**src/rtl/emd_pkg.sv**
```systemverilog
// emd_pkg
// Shared constants and types for the EMD slope sequencer and its divider.
//   EMD_W        : default width of extremum value, position and slope
//   EMD_SCALE_SH : left shift applied to the numerator (x16)
//   EMD_NUM_W    : numerator magnitude width, also the divider iteration count
//   emd_state_t  : sequencer FSM states
//   KMAX / KMIN  : saturation limits of the signed slope at the default width
package emd_pkg;

    localparam int EMD_W        = 20;
    localparam int EMD_SCALE_SH = 4;
    localparam int EMD_NUM_W    = EMD_W + 1 + EMD_SCALE_SH;

    typedef enum logic [1:0] {
        IDLE = 2'd0,
        PREP = 2'd1,
        DIV  = 2'd2,
        OUT  = 2'd3
    } emd_state_t;

    localparam logic [EMD_W-1:0] KMAX = {1'b0, {(EMD_W-1){1'b1}}};
    localparam logic [EMD_W-1:0] KMIN = {1'b1, {(EMD_W-1){1'b0}}};

endpackage

```
**src/rtl/emd_seq_divider.sv**
```systemverilog
// emd_seq_divider
// Unsigned restoring divider, one quotient bit per clock, fixed NUM_W-cycle
// latency from the load edge to the edge that writes the final quotient bit.
// Ports:
//   clk      in   rising-edge clock
//   rst      in   synchronous, active-high clear (also used to abort)
//   start    in   load dividend/divisor and begin a division
//   dividend in   [NUM_W] unsigned dividend
//   divisor  in   [W] unsigned divisor, must be non-zero
//   busy     out  division in progress
//   done     out  one-cycle pulse during the final iteration; quotient is
//                 valid from the following cycle
//   quotient out  [NUM_W] unsigned quotient
module emd_seq_divider
    import emd_pkg::*;
#(
    parameter int W     = EMD_W,
    parameter int NUM_W = EMD_NUM_W
) (
    input  logic             clk,
    input  logic             rst,
    input  logic             start,
    input  logic [NUM_W-1:0] dividend,
    input  logic [W-1:0]     divisor,
    output logic             busy,
    output logic             done,
    output logic [NUM_W-1:0] quotient
);

    localparam int CNT_W = $clog2(NUM_W + 1);

    logic [CNT_W-1:0] cnt_q;
    logic [W-1:0]     rem_q;
    logic [W-1:0]     dsr_q;
    logic [W-1:0]     rem_next;
    logic [NUM_W-1:0] quo_q;
    logic [W:0]       trial;
    logic             fits;

    // One restoring step: shift the next dividend bit into the partial
    // remainder and subtract the divisor when it fits. The remainder stays
    // below the divisor, so W bits always hold it after the subtraction.
    always_comb begin
        trial    = {rem_q, quo_q[NUM_W-1]};
        fits     = (trial >= {1'b0, dsr_q});
        rem_next = fits ? W'(trial - {1'b0, dsr_q}) : trial[W-1:0];
    end

    // The quotient register doubles as the dividend shift register: each
    // step shifts out one dividend bit at the top and a quotient bit in at
    // the bottom. The counter tracks the remaining iterations.
    always_ff @(posedge clk) begin
        if (rst) begin
            cnt_q <= '0;
            rem_q <= '0;
            dsr_q <= '0;
            quo_q <= '0;
            busy  <= 1'b0;
        end else if (start) begin
            cnt_q <= CNT_W'(NUM_W);
            rem_q <= '0;
            dsr_q <= divisor;
            quo_q <= dividend;
            busy  <= 1'b1;
        end else if (busy) begin
            cnt_q <= cnt_q - CNT_W'(1);
            rem_q <= rem_next;
            quo_q <= {quo_q[NUM_W-2:0], fits};
            if (cnt_q == CNT_W'(1)) begin
                busy <= 1'b0;
            end
        end
    end

    assign done     = busy && (cnt_q == CNT_W'(1));
    assign quotient = quo_q;

endmodule

```
**src/rtl/emd_slope_sequencer.sv**
```systemverilog
// emd_slope_sequencer
// Computes K = 16*(M2-M1)/(P2-P1) for each consecutive pair of extrema points
// using a sliding two-point window and one shared iterative divider.
// Ports:
//   clk        in   rising-edge clock
//   rst        in   synchronous, active-high reset
//   flush      in   clear the window (aborts any pair in flight)
//   in_valid   in   point offered
//   in_ready   out  point can be accepted (IDLE and no flush)
//   in_m       in   [W] signed extremum value
//   in_p       in   [W] signed extremum position
//   out_valid  out  slope result held
//   out_ready  in   downstream accepts the result
//   out_k      out  [W] signed, saturated slope
//   out_err    out  result came from a non-positive denominator
//   err_sticky out  any denominator fault since the last rst/flush
module emd_slope_sequencer
    import emd_pkg::*;
#(
    parameter int W        = EMD_W,
    parameter int SCALE_SH = EMD_SCALE_SH,
    parameter int NUM_W    = W + 1 + SCALE_SH
) (
    input  logic         clk,
    input  logic         rst,
    input  logic         flush,
    input  logic         in_valid,
    output logic         in_ready,
    input  logic [W-1:0] in_m,
    input  logic [W-1:0] in_p,
    output logic         out_valid,
    input  logic         out_ready,
    output logic [W-1:0] out_k,
    output logic         out_err,
    output logic         err_sticky
);

    emd_state_t       state_q;
    emd_state_t       state_d;
    logic             have_prev_q;
    logic [W-1:0]     prev_m_q;
    logic [W-1:0]     prev_p_q;
    logic [W-1:0]     cur_m_q;
    logic [W-1:0]     cur_p_q;
    logic             neg_q;
    logic             fault_q;
    logic [W:0]       dm;
    logic [W:0]       den;
    logic [NUM_W-1:0] num;
    logic [NUM_W-1:0] num_mag;
    logic             fault;
    logic             accept;
    logic             div_start;
    logic             div_clear;
    logic             div_busy;
    logic             div_done;
    logic             out_fire;
    logic [NUM_W-1:0] quo;
    logic [W-1:0]     k_sat;

    // Operand formation from the window. Differences are taken one bit wider
    // than the inputs so they never overflow; the numerator magnitude is below
    // 2^(NUM_W-1), so negating it in NUM_W bits is always exact.
    always_comb begin
        dm      = {cur_m_q[W-1], cur_m_q} - {prev_m_q[W-1], prev_m_q};
        den     = {cur_p_q[W-1], cur_p_q} - {prev_p_q[W-1], prev_p_q};
        num     = {dm, {SCALE_SH{1'b0}}};
        num_mag = num[NUM_W-1] ? -num : num;
        fault   = den[W] | (den == '0);
    end

    // Apply the sign to the unsigned quotient and clamp. A negative magnitude
    // of exactly 2^(W-1) is representable, so the negative limit compares
    // against KMIN's magnitude rather than KMAX.
    always_comb begin
        k_sat = quo[W-1:0];
        if (neg_q) begin
            if (quo > NUM_W'(KMIN)) begin
                k_sat = KMIN;
            end else begin
                k_sat = W'(-quo);
            end
        end else if (quo > NUM_W'(KMAX)) begin
            k_sat = KMAX;
        end
    end

    // Flush also clears the divider so a stale division can never pulse done
    // into a later pair.
    assign div_clear = rst | flush;

    emd_seq_divider #(
        .W     (W),
        .NUM_W (NUM_W)
    ) u_div (
        .clk      (clk),
        .rst      (div_clear),
        .start    (div_start),
        .dividend (num_mag),
        .divisor  (den[W-1:0]),
        .busy     (div_busy),
        .done     (div_done),
        .quotient (quo)
    );

    // FSM state register.
    always_ff @(posedge clk) begin
        if (rst) begin
            state_q <= IDLE;
        end else begin
            state_q <= state_d;
        end
    end

    // FSM next-state logic. Flush aborts whatever is in flight; a faulted
    // denominator skips the divider and goes straight to presenting a result.
    always_comb begin
        state_d = state_q;
        if (flush) begin
            state_d = IDLE;
        end else begin
            case (state_q)
                IDLE: if (accept && have_prev_q) state_d = PREP;
                PREP: state_d = fault ? OUT : DIV;
                DIV:  if (div_done) state_d = OUT;
                OUT:  if (out_fire) state_d = IDLE;
                default: state_d = IDLE;
            endcase
        end
    end

    // FSM outputs. Input is refused outside IDLE and whenever flush is high,
    // so at most one pair is ever in flight. The divider is only launched
    // into an idle unit.
    always_comb begin
        in_ready  = (state_q == IDLE) && !flush;
        accept    = in_valid && in_ready;
        div_start = (state_q == PREP) && !fault && !div_busy;
        out_fire  = (state_q == OUT) && out_valid && out_ready;
    end

    // Window, sign/fault capture and the registered result. The first OUT
    // cycle loads the result registers; out_valid then holds until the
    // downstream takes it, at which point the current point becomes prev
    // (faulted or not) so the stream resynchronises on the next point.
    always_ff @(posedge clk) begin
        if (rst) begin
            have_prev_q <= 1'b0;
            prev_m_q    <= '0;
            prev_p_q    <= '0;
            cur_m_q     <= '0;
            cur_p_q     <= '0;
            neg_q       <= 1'b0;
            fault_q     <= 1'b0;
            out_valid   <= 1'b0;
            out_k       <= '0;
            out_err     <= 1'b0;
            err_sticky  <= 1'b0;
        end else if (flush) begin
            have_prev_q <= 1'b0;
            err_sticky  <= 1'b0;
            out_valid   <= 1'b0;
        end else begin
            if (accept) begin
                if (have_prev_q) begin
                    cur_m_q <= in_m;
                    cur_p_q <= in_p;
                end else begin
                    prev_m_q    <= in_m;
                    prev_p_q    <= in_p;
                    have_prev_q <= 1'b1;
                end
            end
            if (state_q == PREP) begin
                neg_q   <= num[NUM_W-1] ^ den[W];
                fault_q <= fault;
                if (fault) begin
                    err_sticky <= 1'b1;
                end
            end
            if ((state_q == OUT) && !out_valid) begin
                out_valid <= 1'b1;
                out_err   <= fault_q;
                out_k     <= fault_q ? '0 : k_sat;
            end
            if (out_fire) begin
                out_valid <= 1'b0;
                prev_m_q  <= cur_m_q;
                prev_p_q  <= cur_p_q;
            end
        end
    end

endmodule
```
**config.mk**
```make
export PLATFORM = sky130hd
export DESIGN_NAME = emd_slope_sequencer
export DESIGN_NICKNAME = d
export VERILOG_FILES = /design/src/rtl/emd_pkg.sv /design/src/rtl/emd_seq_divider.sv /design/src/rtl/emd_slope_sequencer.sv
export SDC_FILE = /design/constraint.sdc
export NUM_CORES = 1
export LEC_CHECK = 0
export CORE_MARGIN = 10
export CORE_UTILIZATION = 61
export CTS_CLUSTER_SIZE = 14
export DETAILED_ROUTE_END_ITERATION = 12
export HOLD_SLACK_MARGIN = 0.05
export PLACE_DENSITY_LB_ADDON = 0.05
export REMOVE_ABC_BUFFERS = 1
export SLEW_MARGIN = 10
export SYNTH_ARGS = -nofsm -noshare
export SYNTH_HDL_FRONTEND = slang
export SYNTH_SLANG_ARGS = --single-unit
```
**constraint.sdc**
```tcl
create_clock -name clk -period 8.4 [get_ports clk]
set_input_delay 1.68 -clock clk [delete_from_list [all_inputs] [get_ports clk]]
set_output_delay 1.68 -clock clk [all_outputs]
set_load 0.05 [all_outputs]
```
# == Yosys cells after proc, flatten, opt, wreduce, memory -nomap -nowiden ==
# Index checks and enable logic that the tools add are counted.
# totals
regBits,179
in_bits,45
output_inout_bits,24
word_cells,89
# op_classes
add_sub_neg,6
magnitude_cmp,3
eq_ne,8
n_mux,24
bitwise_logic,4
reduce_logical,26
# ops
operator,count
two-way mux 20 bit,11
two-way mux 25 bit,3
subtractor 20 x 20 -> 21 bit,2
> comparator 25 x 19 -> 1 bit (second input constant),1
> comparator 25 x 20 -> 1 bit (second input constant),1
negator 25 bit,1
greater-or-equal comparator 21 x 20 -> 1 bit,1
logical NOT 21 bit,1
negator 20 bit,1
subtractor 20 bit,1
two-way mux 5 bit,2
logical AND 1 bit,9
AND reduction 3 bit,3
one-hot mux 2 bit (4 select lines),1
two-way mux 2 bit,3
!= test 2 bit (second input constant),3
AND reduction 2 bit,3
== test 5 x 1 -> 1 bit (second input constant),1
subtractor 5 x 1 -> 5 bit (second input constant),1
== test 2 bit (second input constant),2
logical NOT 1 bit,4
two-way mux 1 bit,4
nonzero test 2 bit,2
OR reduction 2 bit,2
other kinds (7),8

# == Logic depth before layout (Yosys ltp) ==
# depth
depth_word,7
mapped_depth,16
mapped_depth_nobuf,13

# == Modules after synthesis ==
# Synthesis repeated with hierarchy kept, for this count alone.
# unflattened
cells_unflattened,1502
area_unflattened_um2,11752.5
# by_module_without_submodules
mod,n_inst,cells_per_inst,area_each_um2,seq_area_each_um2
emd_slope_sequencer,1,977,7498.4,2162.1
emd_seq_divider,1,525,4254.1,1421.4

# == Least setup slack after synthesis ==
# Ideal clock, no wire load.
# synth_path
kind,input to output
start,input port flush
end,output port in_ready
arrival_time_ps,2369
required_ps,6720
path_slack_ps,4351
cell_stages,1
cell_sequence,nor2b_1
# synth_between
elab_chain_len,2
# synth_lines
element,line,text
from (decl),emd_slope_sequencer.sv:26,"input logic flush,"
logical NOT 1 bit,emd_slope_sequencer.sv:136,in_ready = (state_q == IDLE) && !flush;
logical AND 1 bit,emd_slope_sequencer.sv:136,
to (decl),emd_slope_sequencer.sv:28,"output logic in_ready,"
# No other way between the ends.

# == Worst setup path after layout ==
# Same ends and word-level chain as after synthesis.

==> results.yml <==
layout:
  antennaDiodeCount: 0
  syn_to_final_growth_pct: 10.5
  finish.utilization: 0.694
  final_nets: 1623
  nFillCells: 1634
  drive_gt1_frac: 0.0593
pwr:
  power_uw: 2140
  ir_worst_vdd_mv: 0.140
  power.density_nw_per_um2: 163
  power.leakage_uw: 0.00531
run:
  cap_violations: 0
logic_synthesis:
  async_flop_share: 0
  synthesis.area_sq_um: 11900
  yosys.cell_types.count: 82
  synthAdderAreaFrac: 0.0789
  synth_xor_area_frac: 0.0539
  ys_warn_count: 0
  synth_edf_count: 0
  synth_mux_area_frac: 0.0702
  synthSimpleGateAreaFrac: 0.197
  synth_top_family_by_area: "compound AO/OA/AOI/OAI gates"
  synth_seq_cells: 179
  synth_compound_area_frac: 0.233
  syn_area_per_cell_sq_um: 7.86
  ys_seq_area_frac: 0.302
  synthCells: 1510
  synth_flop_cell: "dfxtp_1"
grt:
  antenna_found_initial: 0
  grt_pass1_vias: 9479
  grt_pass1_wl_mm: 47.0
  gr-total-overflow: 0
  grt_max_degree: 81
  grt_util_all_layers: 0.213
route:
  vias_per_cell: 5.94
  drc: 0
  routedWlPerCell_um: 15.9
  vias: 10600
  first_pass_iters: 6
  detail_route.wirelength_mm: 28.4
  postRouteAntennaNets: 0
  first_iter_violations: 729
timing:
  drv_slew: 0
  finalSetupViolCount: 0
  fin_crit_sh: 0.589
  tns_ns: 0
  final-hold-violation-count: 0
  timing.fmax_mhz: 202
  max_slew.worst_pin.slew_ns: 1.13
  period_minus_slack_ns: 4.95
  whs_ns: 0.448
  grt_setup_unrepaired: "no"
  finClkSkew_ns: 0.0109
  relSlewSlack: 0.243
outcome:
  status: "finished, final reports clean"
worst_setup_path:
  cp.arrival_ns: 3.27
  crit_type: "in -> out"
  slowest_stage: "clkdlybuf4s50_1"
  crit_path_max_fanout: 8
  cp.required_ns: 6.72
  crit_path_cell_trace: "clkdlybuf4s50_1, nor2b_1, clkdlybuf4s50_1"
  rrSetupSlack_ns: 3.61
  cp-start-kind: "input pin"
  critical-path-top-delay-family: "buffers and inverters"
  crit_buf_inv: 2
  cp_slowest_stage_delay_ns: 0.83
  end_kind: "output port"
  crit_top_cell: "clkdlybuf4s50_1"
die:
  dieArea_sq_um: 25400
  coreArea_sq_um: 18900
  initial_core_util: 0.628
  die_w_um: 159
  die_h_um: 159
  io_pins: 69
  rows: 50
clocking:
  clockBufferDepth: 2
  cts_setup_buffers: 0
  cts_tree: "yes"
  cts_buffers: 17
  cts_resized: 0
  hold_buffers: 0
  clock_latency_ns: 0.44
  cts_num_sinks: 179
  clk_pin_slew_ns: 0.07
  root_buffer: "clkbuf_16"
  htreeDepth: 4
place:
  place_hpwl_mm: 19.7
  gp_congestion: 0.887
  port-buffer-count: 68
worst_hold_path:
  hold_path_class: "reg -> reg"
==> layout by cell type, fill, tap and decap left out, drive strengths merged, types with 10 or more instances in the layout <==
cell type      count
dfxtp            179
or2               10
o21ai             55
mux2i             81
nor2             185
xnor2             39
nor3              24
a211oi            69
nand2            147
nand3             39
clkdlybuf4s50     67
nand4             11
a21oi            151
a21o              18
inv               93
clkbuf            18
ha                70
a31oi             16
xor2              34
nor2b             17
o21a              10
a221oi            19
==> final timing paths <==
| check | startpoint | end | depth (start not counted) |
|---|---|---|---|
| worst min-delay path | err_sticky | err_sticky | 2 |
| worst min register to register | err_sticky | err_sticky | 2 |
| worst max-delay path | flush | in_ready | 3 |
| worst max register to register | cur_p_q[0] | u_div.rem_q[2] | 13 |
==> kinds of logic (layout without fill, tap and decap cells) <==
group | after synthesis | in the layout
multiplexers | 83 | 83
AO/OA/AOI/OAI | 411 | 411
AND/OR/NAND/NOR | 503 | 503
XOR/XNOR | 73 | 73
flip-flops | 179 | 179
adder cells (fa/ha/maj) | 73 | 73
buffers and inverters | 188 | 196
==> synth_stat cells (10+ instances only) <==
cell type  number  area [sq um]
nor2_1        185           694
dfxtp_1       179          3580
a21oi_1       150           751
nand2_1       146           548
inv_1          88           330
clkbuf_1       81           304
mux2i_1        81           811
ha_1           70           876
a211oi_1       55           413
o21ai_0        41           205
xnor2_1        39           342
nand3_1        38           190
xor2_1         34           298
nor3_1         22           110
a21o_1         18           135
a221oi_1       18           158
nor2b_1        17           106
a31oi_1        16           100
a211oi_2       14           175
o21ai_1        14          70.1
nand4_1        11          68.8
o21a_1         10          75.1
==> stage by stage <==
step	setup slack (ns)	instances	cell area [sq um]
5_1_grt	3.29	1778	13100
3_5_place_dp	3.44	1746	12500
3_3_place_gp	3.53	1746	12500
6_report	3.45	1778	13100
2_1_floorplan	1.38	1410	11400
4_1_cts	3.43	1778	13100
==> worst min-delay path, cell delays in order, from the launching register on <==
cell and delay (ns):
dfxtp_1 0.31, inv_1 0.05, a21oi_1 0.05
==> power breakdown <==
| group | total (uW) | leakage, uW | switching [uW] | internal [uW] |
|---|---|---|---|---|
| registers | 877 | 0.00145 | 10.9 | 866 |
| logic | 442 | 0.00357 | 256 | 186 |
| clock network | 818 | 0.000291 | 367 | 452 |
==> sequential cells by signal (all words and copies together), names as in the netlist, 2 cells and up <==
register and flops:
state_q 2, u_div.cnt_q 5, cur_p_q 20, u_div.quotient 25, u_div.dsr_q 20, out_k 20, u_div.rem_q 20, prev_p_q 20
prev_m_q 20, cur_m_q 20
==> area by class of cell <==
type,instances,area (sq um),share of cell area
inverter,88,330,0.0252
sequential,179,3590,0.274
clock buffer,18,439,0.0335
tap,260,325,0.0248
multi-input combinational,1143,7530,0.575
timing repair buffer,76,738,0.0563
clock inverter,14,153,0.0116
==> routing by layer <==
layer	vias to the layer above	global-route usage	part of all wire
li1	5339	-	-
met1	4915	0.308	0.50
met2	293	0.323	0.43
met3	22	0.0392	0.054
met4	0	0.0396	0.0081
met5	-	0	0
Power figures use the tool's default switching activity.
